==> src/rtl/sobel_pkg.sv <==
// Shared constants and helpers for the Sobel edge-detection datapath.
package sobel_pkg;

    localparam int SOBEL_SUM_W   = 10;
    localparam int SOBEL_MAG_W   = 11;
    localparam int SOBEL_LATENCY = 3;

    localparam logic [7:0] SOBEL_SAT = 8'hFF;

    // Larger minus smaller, so the result never wraps.
    function automatic logic [SOBEL_SUM_W-1:0] abs_diff(
        input logic [SOBEL_SUM_W-1:0] a,
        input logic [SOBEL_SUM_W-1:0] b
    );
        return (a >= b) ? (a - b) : (b - a);
    endfunction

endpackage

==> src/rtl/sobel_sync_delay.sv <==
// Fixed-depth shift register used to align frame sync with the datapath.
module sobel_sync_delay #(
    parameter int WIDTH = 1,
    parameter int DEPTH = 1
) (
    input  logic             clk,
    input  logic             rst_n,
    input  logic [WIDTH-1:0] data_i,
    output logic [WIDTH-1:0] data_o
);

    logic [DEPTH-1:0][WIDTH-1:0] pipe_q;

    always_ff @(posedge clk or negedge rst_n) begin
        if (!rst_n) begin
            pipe_q <= '0;
        end else begin
            pipe_q[0] <= data_i;
            for (int i = 1; i < DEPTH; i++) begin
                pipe_q[i] <= pipe_q[i-1];
            end
        end
    end

    assign data_o = pipe_q[DEPTH-1];

endmodule

==> src/rtl/sobel_edge_detect_8bit.sv <==
// 3-stage Sobel |Gx|+|Gy| magnitude, threshold bit and per-frame edge count.
module sobel_edge_detect_8bit
    import sobel_pkg::*;
#(
    parameter logic [9:0] IMG_HDISP = 10'd640,
    parameter logic [9:0] IMG_VDISP = 10'd480,
    parameter int         CNT_W     = 19
) (
    input  logic             clk,
    input  logic             rst_n,
    input  logic             matrix_frame_vsync,
    input  logic             matrix_frame_href,
    input  logic             matrix_frame_clken,
    input  logic [7:0]       matrix_p11,
    input  logic [7:0]       matrix_p12,
    input  logic [7:0]       matrix_p13,
    input  logic [7:0]       matrix_p21,
    input  logic [7:0]       matrix_p22,
    input  logic [7:0]       matrix_p23,
    input  logic [7:0]       matrix_p31,
    input  logic [7:0]       matrix_p32,
    input  logic [7:0]       matrix_p33,
    input  logic [7:0]       thresh,
    output logic             post_frame_vsync,
    output logic             post_frame_href,
    output logic             post_frame_clken,
    output logic [7:0]       post_img_mag,
    output logic             post_img_bit,
    output logic [CNT_W-1:0] edge_count
);

    if ((64'd1 << CNT_W) <= (64'(IMG_HDISP) * 64'(IMG_VDISP))) begin : g_bad_cnt_w
        $error("CNT_W too small for one frame of pixels");
    end

    localparam int W = SOBEL_SUM_W;

    logic [W-1:0] gx_p_q, gx_n_q, gy_p_q, gy_n_q;
    logic [W-1:0] gx_abs_q, gy_abs_q;
    logic [1:0]   href_q;
    logic [7:0]   mag_q, mag_d;
    logic         bit_q, bit_d;
    logic [SOBEL_MAG_W-1:0] sum;

    // p22 has zero weight in both kernels.
    logic [7:0] unused_p22;
    assign unused_p22 = matrix_p22;

    always_ff @(posedge clk or negedge rst_n) begin
        if (!rst_n) begin
            gx_p_q   <= '0;
            gx_n_q   <= '0;
            gy_p_q   <= '0;
            gy_n_q   <= '0;
            gx_abs_q <= '0;
            gy_abs_q <= '0;
            href_q   <= '0;
            mag_q    <= '0;
            bit_q    <= 1'b0;
        end else begin
            gx_p_q   <= W'(matrix_p13) + {W'(matrix_p23), 1'b0} + W'(matrix_p33);
            gx_n_q   <= W'(matrix_p11) + {W'(matrix_p21), 1'b0} + W'(matrix_p31);
            gy_p_q   <= W'(matrix_p11) + {W'(matrix_p12), 1'b0} + W'(matrix_p13);
            gy_n_q   <= W'(matrix_p31) + {W'(matrix_p32), 1'b0} + W'(matrix_p33);
            gx_abs_q <= abs_diff(gx_p_q, gx_n_q);
            gy_abs_q <= abs_diff(gy_p_q, gy_n_q);
            href_q   <= {href_q[0], matrix_frame_href};
            mag_q    <= mag_d;
            bit_q    <= bit_d;
        end
    end

    // Threshold uses the full sum so values above 255 still compare correctly.
    always_comb begin
        mag_d = '0;
        bit_d = 1'b0;
        sum   = {1'b0, gx_abs_q} + {1'b0, gy_abs_q};
        if (href_q[1]) begin
            mag_d = (sum > SOBEL_MAG_W'(SOBEL_SAT)) ? SOBEL_SAT : sum[7:0];
            bit_d = (sum >= {3'b000, thresh});
        end
    end

    sobel_sync_delay #(
        .WIDTH(3),
        .DEPTH(SOBEL_LATENCY)
    ) u_sync (
        .clk   (clk),
        .rst_n (rst_n),
        .data_i({matrix_frame_vsync, matrix_frame_href, matrix_frame_clken}),
        .data_o({post_frame_vsync, post_frame_href, post_frame_clken})
    );

    assign post_img_mag = mag_q;
    assign post_img_bit = bit_q;

    logic [CNT_W-1:0] acc_q, acc_d, cnt_q, cnt_d;
    logic             vsync_q, vsync_rise, hit;

    assign vsync_rise = post_frame_vsync & ~vsync_q;
    assign hit        = post_frame_href & post_frame_clken & bit_q;

    always_comb begin
        acc_d = acc_q;
        cnt_d = cnt_q;
        if (vsync_rise) begin
            cnt_d = acc_q;
            acc_d = CNT_W'(hit);
        end else if (hit && (acc_q != '1)) begin
            acc_d = acc_q + CNT_W'(1);
        end
    end

    always_ff @(posedge clk or negedge rst_n) begin
        if (!rst_n) begin
            vsync_q <= 1'b0;
            acc_q   <= '0;
            cnt_q   <= '0;
        end else begin
            vsync_q <= post_frame_vsync;
            acc_q   <= acc_d;
            cnt_q   <= cnt_d;
        end
    end

    assign edge_count = cnt_q;

endmodule

==> config.mk <==
export PLATFORM = sky130hd
export DESIGN_NAME = sobel_edge_detect_8bit
export DESIGN_NICKNAME = d
export VERILOG_FILES = /design/src/rtl/sobel_pkg.sv /design/src/rtl/sobel_sync_delay.sv /design/src/rtl/sobel_edge_detect_8bit.sv
export SDC_FILE = /design/constraint.sdc
export NUM_CORES = 1
export LEC_CHECK = 0
export ABC_CLOCK_PERIOD_IN_PS = 2350
export CORE_ASPECT_RATIO = 0.9
export CORE_MARGIN = 5
export CORE_UTILIZATION = 45
export CTS_CLUSTER_DIAMETER = 200
export DETAILED_ROUTE_END_ITERATION = 8
export PLACE_DENSITY = 0.79
export SLEW_MARGIN = 20
export SYNTH_ARGS = -nofsm -noshare
export SYNTH_HDL_FRONTEND = slang
export SYNTH_SLANG_ARGS = --single-unit
export TNS_END_PERCENT = 30
==> constraint.sdc <==
create_clock -name clk -period 2.35 [get_ports clk]
set_input_delay 0.47 -clock clk [delete_from_list [all_inputs] [get_ports clk]]
set_output_delay 0.47 -clock clk [all_outputs]
set_load 0.005 [all_outputs]
==> out/results.ini <==
[run]
timing.max_cap.violations=0

[synthesis]
yosysUniqueCellTypes=57
syn_area_um2=7810
synth-seq-area-share_pct=37.5
synth_top_area_share_pct=37.5
synth-compound-area-share_pct=12.6
synth_top_family_by_area=adder cells
yosys-top-cells-area=dfrtp_1 37%, ha_1 15%, fa_1 9.5%, nand2_1 4.1%, xnor2_1 3.6%
synth_commonest_cells=117 x dfrtp_1, 93 x ha_1, 85 x nand2_1
synth.avg_cell_area_um2=10.2
synthSimpleGateAreaFrac_pct=12.3
synth_most_common_cell=dfrtp_1
synth_xor_area_share_pct=6.62
synthMuxAreaShare_pct=1.67
synth-main-ff-cell=dfrtp_1
async_flop_share_pct=100
postSynthCellCount=763
synth_seq_cells=117
synth_edf_count=0
yosysTopAreaCell=dfrtp_1
synthAdderAreaFrac_pct=24.4
syn-num-nets=978
yosys_warnings=0

[worst_setup_path]
cp-start-kind=flip-flop
path_cells=ha_2 -> inv_2 -> fa_2 -> nor2b_2 -> o21a_1 -> nor2_1 -> xnor2_1 -> ha_1 -> a21oi_2 -> nor2b_1 -> o31a_1 -> o21a_1 -> o31a_1
slowest_delay_ns=0.34
worstSetupStartpoint=gx_abs_q[0]
arrival_ns=2.92
worst_path_max_delay_cell=fa_2
regToRegSetupSlack_ns=-0.28
crit_required_ns=2.64
worstPathMaxFanout=2
reg2reg_from=gx_abs_q[0]
critical_path_class=reg2reg
critPathCaptureType=flip-flop

[grt]
grt_pass1_wl_mm=29.7
antenna_found_initial=0
grt-ovfl-total=0
grt_max_degree=118
grt_pass1_vias=6254
track_usage_pct=18.4

[cells_and_area]
nNetsFinal=1155
syn_to_final_growth_pct=33.5
antenna_cells=0
final_layout_size_suffix_gt1_share_pct=16.7
finish.utilization_pct=61.5
final_cells=1188

[floorplanning]
die_area_um2=20100
die_x_um=149
num_rows=45
start_util_pct=46.1
fp.dieH_um=135
ios=116
core_um2=16900

[route]
wl_per_cell_um=14.7
drc=0
wl_mm=17.5
ant_nets=0
drt-initial-drc-count=296
via_per_inst=5.01
dr.pass1.iters=5
vias=5950

[sta]
clock_skew_ns=0.00805
hold_ws_ns=0.0924
max_freq_mhz=381
fin_crit_sh_pct=112
maxSlewHeadroom_pct=42.2
finalSetupViolCount=6
postLayoutSetupSlackWorst_ns=-0.277
fin_crit_ns=2.63
hold_viol=0
drv_slew=0
rsz0062_at_grt=yes
worst_pin_slew_ns=0.867

[clock_tree]
clock_path_buffers=2
clk_pin_slew_ns=0.06
cts_max_level=4
insertion_delay_ns=0.41
clock-sinks=117
cts_buffers=17
root_buffer=clkbuf_16
cts_tree=built
cts_hold_buf=0

[placed_design]
port-buffer-count=107
placed_cells=1150
pre_cts_ws_ns=-0.697
place_congestion=0.910
dp_hpwl_mm=13.3

[pwr]
power_density_nw_per_um2=1240
p_leak_nw=4.98
irDropWorstVdd_mv=0.651

[hold_path]
min_path_type=in2async

[run_status]
status=complete, but fails checks
failed_checks=setup timing

==> critical path: cells and delay by family, from the launching register on <==
kind                       cells  cell delay, ns
and+or+nand+nor                3            0.25
buffers and inverters          1            0.04
DFF                            1            0.33
xor gates and xnor gates       1            0.19
AOI/OAI and AO/OA              5            0.90
adders and majority gates      3            0.80
==> worst paths after layout <==
check | endpoint | cells after the start
max in group asynchronous | gx_p_q[0] | 2
max reg2reg | post_img_bit | 13
min in group clk | u_sync.data_o[2] | 0
min reg2reg | u_sync.data_o[2] | 0
max | post_img_bit | 13
min | post_img_mag[0] | 2
==> per-layer routing <==
layer / track usage [%] / routed length [µm]
met1: 23.3 / 7720
met2: 31.2 / 8590
met3: 4.83 / 975
met4: 5.39 / 240
met5: 0 / 0
==> sequential cells by signal, indices dropped and copies added (netlist names), 8 cells and up <==
signal and count:
acc_q 19, edge_count 19, gx_abs_q 10, gx_n_q 10, gx_p_q 10, gy_abs_q 10
gy_n_q 10, gy_p_q 10, post_img_mag 8
==> per-stage QoR <==
step,setup TNS (ns),cell area [µm²],power [mW]
6_report,-0.404,10400,12.9
5_1_grt,-2.28,10400,14.0
4_1_cts,-0.319,10300,12.8
3_5_place_dp,-13.08,9560,9.77
3_3_place_gp,-11.67,9560,9.61
2_1_floorplan,-0.239,7810,7.63
==> report_power, final <==
| part | internal (mW) | switching (mW) | total (mW) |
|---|---|---|---|
| registers | 2.59 | 0.282 | 2.87 |
| logic | 3.64 | 3.69 | 7.34 |
| clock network | 1.73 | 0.978 | 2.70 |
| total | 7.96 | 4.95 | 12.9 |
==> cell usage in the layout (no fill, tap or decap), types with 9 or more instances in the layout <==
master / instances
dfrtp_1: 117
clkdlybuf4s50_1: 86
nand2_1: 85
ha_1: 83
inv_1: 71
buf_4: 69
nor2_1: 47
a21oi_1: 37
xnor2_1: 32
xor2_1: 27
fa_1: 27
o21ai_0: 21
clkbuf_16: 17
dlygate4sd2_1: 17
nand3_1: 15
nor3_1: 14
o21a_1: 14
a21o_1: 13
mux2i_1: 12
fa_2: 10
a21oi_2: 9
==> cell families after synthesis <==
kind of cell             count (synthesis)
AND/OR/NAND/NOR                        209
AO/OA/AOI/OAI                          144
adder cells (fa/ha/maj)                130
flip-flops                             117
buffers and inverters                   91
XOR/XNOR                                59
multiplexers                            13
==> timing repair <==
item,in CTS,in global routing
pin swaps,29,12
resized for setup,53,20
buffers inserted,5,1
setup endpoints to repair,27,33
==> cell type report <==
cell class / count / area, µm²
fillers: 1340 / 6520
multi-input cells: 555 / 4720
flip-flops and latches: 117 / 2930
repair buffers: 177 / 1590
clock buffers: 18 / 439
well taps: 235 / 294
inverters: 72 / 270
clock inverters: 14 / 190
Note: power is estimated with default switching activity, not from simulation.
